`src/rtl/alu_pkg.sv`:
```
// Shared definitions for the ALU control sequencer: operation codes,
// decode selector constants and the sequencer state enumeration.
package alu_pkg;

  // ALUOperation codes driven to the ALU
  localparam logic [3:0] OPC_AND      = 4'b0000;
  localparam logic [3:0] OPC_OR       = 4'b0001;
  localparam logic [3:0] OPC_NOR      = 4'b0010;
  localparam logic [3:0] OPC_ADD      = 4'b0011;
  localparam logic [3:0] OPC_SUB      = 4'b0100;
  localparam logic [3:0] OPC_INC      = 4'b0101;
  localparam logic [3:0] OPC_MUL_STEP = 4'b0110;
  localparam logic [3:0] OPC_MUL_ACC  = 4'b0111;
  localparam logic [3:0] OPC_ILLEGAL  = 4'b1001;

  // ALUOp classes from the main control unit
  localparam logic [2:0] OP_RTYPE  = 3'b111;
  localparam logic [2:0] OP_ADDI   = 3'b100;
  localparam logic [2:0] OP_ORI    = 3'b101;
  localparam logic [2:0] OP_BRANCH = 3'b001;
  localparam logic [2:0] OP_INC    = 3'b110;

  // Function-field values that matter for R-type and INC
  localparam logic [5:0] FN_AND      = 6'b100100;
  localparam logic [5:0] FN_OR       = 6'b100101;
  localparam logic [5:0] FN_NOR      = 6'b100111;
  localparam logic [5:0] FN_ADD      = 6'b100000;
  localparam logic [5:0] FN_INC      = 6'b110010;
  localparam logic [5:0] FN_MULTPLUS = 6'b110001;

  typedef enum logic [1:0] {
    ST_IDLE = 2'd0,
    ST_MUL  = 2'd1,
    ST_ACC  = 2'd2
  } state_t;

endpackage

```
`src/rtl/alu_op_decoder.sv`:
```
// Combinational selector decode: {op,func} -> ALU code, multi-cycle flag,
// illegal flag. Checks run in table order so the first match wins.
module alu_op_decoder
  import alu_pkg::*;
#(
  parameter int OP_W   = 3,
  parameter int FUNC_W = 6,
  parameter int OPER_W = 4
) (
  input  logic [OP_W-1:0]   op,
  input  logic [FUNC_W-1:0] func,
  output logic [OPER_W-1:0] code,
  output logic              multi,
  output logic              illegal
);

  logic rtype;

  assign rtype = (op == OP_W'(OP_RTYPE));

  // Priority decode of the selector; anything unmatched is illegal
  always_comb begin
    code    = OPER_W'(OPC_ILLEGAL);
    multi   = 1'b0;
    illegal = 1'b1;
    if (rtype && (func == FUNC_W'(FN_AND))) begin
      code    = OPER_W'(OPC_AND);
      illegal = 1'b0;
    end else if (rtype && (func == FUNC_W'(FN_OR))) begin
      code    = OPER_W'(OPC_OR);
      illegal = 1'b0;
    end else if (rtype && (func == FUNC_W'(FN_NOR))) begin
      code    = OPER_W'(OPC_NOR);
      illegal = 1'b0;
    end else if (rtype && (func == FUNC_W'(FN_ADD))) begin
      code    = OPER_W'(OPC_ADD);
      illegal = 1'b0;
    end else if (op == OP_W'(OP_ADDI)) begin
      code    = OPER_W'(OPC_ADD);
      illegal = 1'b0;
    end else if (op == OP_W'(OP_ORI)) begin
      code    = OPER_W'(OPC_OR);
      illegal = 1'b0;
    end else if (op == OP_W'(OP_BRANCH)) begin
      code    = OPER_W'(OPC_SUB);
      illegal = 1'b0;
    end else if ((op == OP_W'(OP_INC)) && (func == FUNC_W'(FN_INC))) begin
      code    = OPER_W'(OPC_INC);
      illegal = 1'b0;
    end else if (rtype && (func == FUNC_W'(FN_MULTPLUS))) begin
      code    = OPER_W'(OPC_MUL_STEP);
      multi   = 1'b1;
      illegal = 1'b0;
    end
  end

endmodule

```
`src/rtl/alu_control_sequencer.sv`:
```
// ALU control sequencer: accepts decode requests, issues single-cycle ALU
// codes directly and walks MULTPLUS through DATA_W MUL_STEP cycles followed
// by one MUL_ACC cycle. All outputs except in_ready are registered.
module alu_control_sequencer
  import alu_pkg::*;
#(
  parameter int DATA_W = 32,
  parameter int OP_W   = 3,
  parameter int FUNC_W = 6,
  parameter int OPER_W = 4
) (
  input  logic                      clk,
  input  logic                      reset,
  input  logic                      in_valid,
  output logic                      in_ready,
  input  logic [OP_W-1:0]           ALUOp,
  input  logic [FUNC_W-1:0]         ALUFunction,
  input  logic                      flush,
  output logic [OPER_W-1:0]         ALUOperation,
  output logic                      oper_valid,
  output logic [$clog2(DATA_W)-1:0] step,
  output logic                      done,
  output logic                      illegal
);

  localparam int STEP_W = $clog2(DATA_W);
  localparam logic [STEP_W-1:0] STEP_LAST = STEP_W'(DATA_W - 1);

  state_t              state;
  state_t              state_nxt;
  logic                armed;
  logic                accept;
  logic [OPER_W-1:0]   dec_code;
  logic                dec_multi;
  logic                dec_illegal;
  logic [OPER_W-1:0]   oper_nxt;
  logic                valid_nxt;
  logic                done_nxt;
  logic                illegal_nxt;
  logic [STEP_W-1:0]   step_nxt;

  alu_op_decoder #(
    .OP_W   (OP_W),
    .FUNC_W (FUNC_W),
    .OPER_W (OPER_W)
  ) u_decoder (
    .op      (ALUOp),
    .func    (ALUFunction),
    .code    (dec_code),
    .multi   (dec_multi),
    .illegal (dec_illegal)
  );

  assign in_ready = (state == ST_IDLE);
  // armed stays low for the first edge after reset release so a request
  // sitting on the bus when reset lifts is never taken on that edge.
  assign accept   = in_valid && in_ready && armed && !flush;

  // Next state and next registered outputs; flush overrides everything
  always_comb begin
    state_nxt   = state;
    oper_nxt    = OPER_W'(OPC_ILLEGAL);
    valid_nxt   = 1'b0;
    done_nxt    = 1'b0;
    illegal_nxt = 1'b0;
    step_nxt    = '0;
    if (flush) begin
      state_nxt = ST_IDLE;
    end else begin
      case (state)
        ST_IDLE: begin
          if (accept) begin
            if (dec_multi) begin
              state_nxt = ST_MUL;
              oper_nxt  = OPER_W'(OPC_MUL_STEP);
              valid_nxt = 1'b1;
            end else if (dec_illegal) begin
              done_nxt    = 1'b1;
              illegal_nxt = 1'b1;
            end else begin
              oper_nxt  = dec_code;
              valid_nxt = 1'b1;
              done_nxt  = 1'b1;
            end
          end
        end
        ST_MUL: begin
          valid_nxt = 1'b1;
          if (step == STEP_LAST) begin
            state_nxt = ST_ACC;
            oper_nxt  = OPER_W'(OPC_MUL_ACC);
            done_nxt  = 1'b1;
            step_nxt  = step;
          end else begin
            oper_nxt = OPER_W'(OPC_MUL_STEP);
            step_nxt = step + STEP_W'(1);
          end
        end
        ST_ACC: begin
          state_nxt = ST_IDLE;
        end
        default: begin
          state_nxt = ST_IDLE;
        end
      endcase
    end
  end

  // State and output registers with asynchronous active-low reset
  always_ff @(posedge clk or negedge reset) begin
    if (!reset) begin
      state        <= ST_IDLE;
      armed        <= 1'b0;
      ALUOperation <= OPER_W'(OPC_ILLEGAL);
      oper_valid   <= 1'b0;
      done         <= 1'b0;
      illegal      <= 1'b0;
      step         <= '0;
    end else begin
      state        <= state_nxt;
      armed        <= 1'b1;
      ALUOperation <= oper_nxt;
      oper_valid   <= valid_nxt;
      done         <= done_nxt;
      illegal      <= illegal_nxt;
      step         <= step_nxt;
    end
  end

endmodule

```
`config.mk`:
```
export PLATFORM = sky130hd
export DESIGN_NAME = alu_control_sequencer
export DESIGN_NICKNAME = d
export VERILOG_FILES = /design/src/rtl/alu_pkg.sv /design/src/rtl/alu_op_decoder.sv /design/src/rtl/alu_control_sequencer.sv
export SDC_FILE = /design/constraint.sdc
export NUM_CORES = 1
export LEC_CHECK = 0
export CORE_UTILIZATION = 45
export CTS_BUF_LIST = sky130_fd_sc_hd__clkbuf_8
export CTS_CLUSTER_SIZE = 16
export DETAILED_ROUTE_END_ITERATION = 8
export HOLD_SLACK_MARGIN = 0.15
export PLACE_DENSITY = 0.77
export SYNTH_ARGS = -nofsm -noshare
export SYNTH_HDL_FRONTEND = slang
export SYNTH_HIERARCHICAL = 1
export SYNTH_SLANG_ARGS = --single-unit
export TNS_END_PERCENT = 1
```
`constraint.sdc`:
```
create_clock -name clk -period 4.1 [get_ports clk]
set_input_delay 0.41 -clock clk [delete_from_list [all_inputs] [get_ports clk]]
set_output_delay 0.41 -clock clk [all_outputs]
set_load 0.02 [all_outputs]
```
==> flow_summary.toml <==
[sta]
setup_violations = 0
fin_ws_ns = 2.009
min_period_over_period_pct = 51.00
clock.fmax_ghz = 0.4783
hold_violations = 0
fin_skew_ns = 0.003053
relSlewSlack_pct = 56.57
maxSlewViolCount = 0
finalCriticalPeriod_ns = 2.091
tns_ns = 0
worst_pin_slew_ns = 0.6494
rsz0062_at_grt = "false"

[clock_tree]
cts_tree = "built"
post_cts_resized = 0
clk_pin_slew_worst_paths_ns = 0.06
clock-sinks = 15
ctsHoldBuffers = 0
cts.path.max_buffers = 2
post_cts_buffers = 0
numCtsBuffers = 3
cts-root-buf = "clkbuf_8"
clk_latency_ns = 0.24
htreeDepth = 1

[synthesis]
ys_seq_area_share_pct = 43.02
yosysTopAreaCellShare_pct = 37.04
syn-num-nets = 102
synth.distinct_cells = 39
synth.ff_latch_count = 15
synth_area_um2 = 878.3
yosys.area.top_type = "dfrtp_1"
synth_area_leaders = "dfrtp_1 (37%), dfstp_2 (6.0%), nand2_1 (4.3%)"
syn_area_per_cell_um2 = 10.10
synthCells = 87
yosysWarnings = 6

[global_routing]
grt.total_usage_pct = 19.20
antenna_found_initial = 0
grt_pass1_wl_mm = 2.877
grt_pass1_vias = 639
grt_max_degree = 16
grt_overflow = 0

[placement]
hpwl_mm = 1.318
gp_congestion = 0.8014
dp_slack_ns = 1.772
port_buffers = 25

[finish]
nFillCells = 151
area_growth_syn_to_layout_pct = 33.76
regArea_um2 = 377.9
diodes = 0
multi_input_area_um2 = 462.9
num-nets-final = 129
drive_above_1_share_pct = 9.735

[routing]
vias = 726
drt-total-wl_mm = 1.732
drt-met1-wl_um = 898
vias_per_cell = 5.261
drt_iter0_markers = 14
highest_layer = "met3"
wl_met2_um = 748
wl_per_cell_um = 12.55
drc_errors = 0
ant_nets = 0
drtPass1Iterations = 4
met3_wirelength_um = 85

[job]
max-cap-violations = 0

[worst_hold_path]
hp-class = "reg2reg"

[worst_setup_path]
required_ns = 4.28
cp_max_fo = 8
worst-setup-path-type = "in2reg"
cp_cell_sequence = "clkdlybuf4s50_1 > or2_2 > a2111o_1 > o2111a_1 > nor4_4 > a21o_1"
cp.arrival_ns = 2.27
critPathMaxStageDelay_ns = 0.52
cp_top_family = "compound AO/OA/AOI/OAI gates"
crit_path_start_kind = "input pin"
crit_path_top_delay_cell = "clkdlybuf4s50_1"
critPathCaptureType = "flop"
cp_num_buf_inv = 1

[power]
ir_drop_v = 0.0003005
p_leak_uw = 0.0005218
power_density_nw_per_um2 = 258.3

[floorplan]
die_h_um = 46.18
die_w_um = 46.18
core_um2 = 1783
placementRows = 15
start_util_pct = 49.26
dieArea_um2 = 2133
top_level_ports = 26

[status]
run_status = "finished clean"
## cells by family after synthesis
group / count (synthesis) / synth area share [%]
and+or+nand+nor: 42 / 29.20
muxes: 2 / 2.279
AOI/OAI and AO/OA: 17 / 14.96
DFF: 15 / 43.02
adders and majority gates: 2 / 2.849
other: 1 / 0.4269
buffers and inverters: 5 / 4.274
xor gates and xnor gates: 3 / 2.992
## cells in the final DEF (no fill, tap or decap), drive strengths merged, types with 2 or more instances in the layout
| cell type | instances |
|---|---|
| inv | 3 |
| mux2i | 2 |
| and3 | 3 |
| nand3b | 3 |
| xor2 | 2 |
| a21oi | 2 |
| ha | 2 |
| o21ai | 3 |
| nand2b | 2 |
| or2 | 2 |
| clkdlybuf4s50 | 25 |
| o21a | 2 |
| nand2 | 10 |
| a21o | 3 |
| dfrtp | 13 |
| nand4bb | 2 |
| dfstp | 2 |
| a2111o | 2 |
| nor2 | 9 |
| clkbuf | 3 |
| nor3 | 2 |
| or3 | 2 |
## where the power goes
| part | switching, uW | total (uW) | internal [uW] |
|---|---|---|---|
| Clock | 46.4 | 113 | 66.1 |
| Sequential | 0.645 | 151 | 150 |
| Combinational | 19.8 | 40.1 | 20.3 |
| Total | 66.8 | 303 | 237 |
## cell usage after synthesis (all sizes together)
library cell / instances
o2111a: 1
a2111o: 2
or3: 2
and4b: 1
or2: 2
nor2b: 1
nand3b: 3
inv: 2
a211o: 1
nor4: 1
nor2: 9
xor2: 2
mux2i: 2
conb: 1
nand4b: 1
o21a: 2
nand2: 10
and3: 3
a21o: 3
dfrtp: 13
a21oi: 2
a32oi: 1
buf: 3
xnor2: 1
and3b: 1
ha: 2
nor3: 2
dfstp: 2
a222oi: 1
a21boi: 1
or2b: 1
nand4bb: 2
nand2b: 2
o21ai: 3
nand3: 1
## per-stage QoR
stage / power [uW] / cells / instance area (um2) / utilization, % / hold WS [ns]
floorplan: 171.2 / 87 / 878.3 / - / 0.1144
global placement: 192.8 / 134 / 1130 / 63.37 / 0.5354
detailed placement: 193.4 / 134 / 1130 / 63.37 / 0.5518
CTS: 307.6 / 138 / 1175 / 65.89 / 0.5663
global route: 319.4 / 138 / 1175 / 65.89 / 0.6003
finish: 303.5 / 138 / 1175 / 65.89 / 0.5643
## path summary, 6_finish.rpt
check                                from         endpoint  slack, ns  cells after the start
setup / recovery           ALUFunction[0]  ALUOperation[2]       2.01                      6
hold / removal                    step[4]          step[4]       0.56                      2
setup reg to reg                  step[0]          step[3]       2.46                      6
hold reg to reg                   step[4]          step[4]       0.56                      2
max in group asynchronous           reset         state[1]       3.12                      1
min in group asynchronous           reset          step[2]       0.57                      1
## sequential cells by signal (all words and copies together) (netlist names)
signal / flops
ALUOperation: 4
armed: 1
done: 1
illegal: 1
oper_valid: 1
state: 2
step: 5
## routing by layer
layer,vias up,track usage (%)
met5,-,0
met4,0,3.529
li1,365,-
met2,17,27.04
met1,344,28.12
met3,0,7.059
## final cells by class
cell class              count  share of cell area (%)
clock inverters             1                  0.3195
flip-flops and latches     15                   32.16
inverters                   2                  0.6390
multi-input cells          67                   39.40
repair buffers             25                   21.30
well taps                  25                   2.662
clock buffers               3                   3.514
## worst reg2reg max path: cells and delay by family (launching register included)
family,cells,cell delay [ns]
fa+ha+maj,2,0.52
simple gates,3,0.45
xor+xnor,1,0.15
flops,1,0.42
Power figures use the tool's default switching activity.
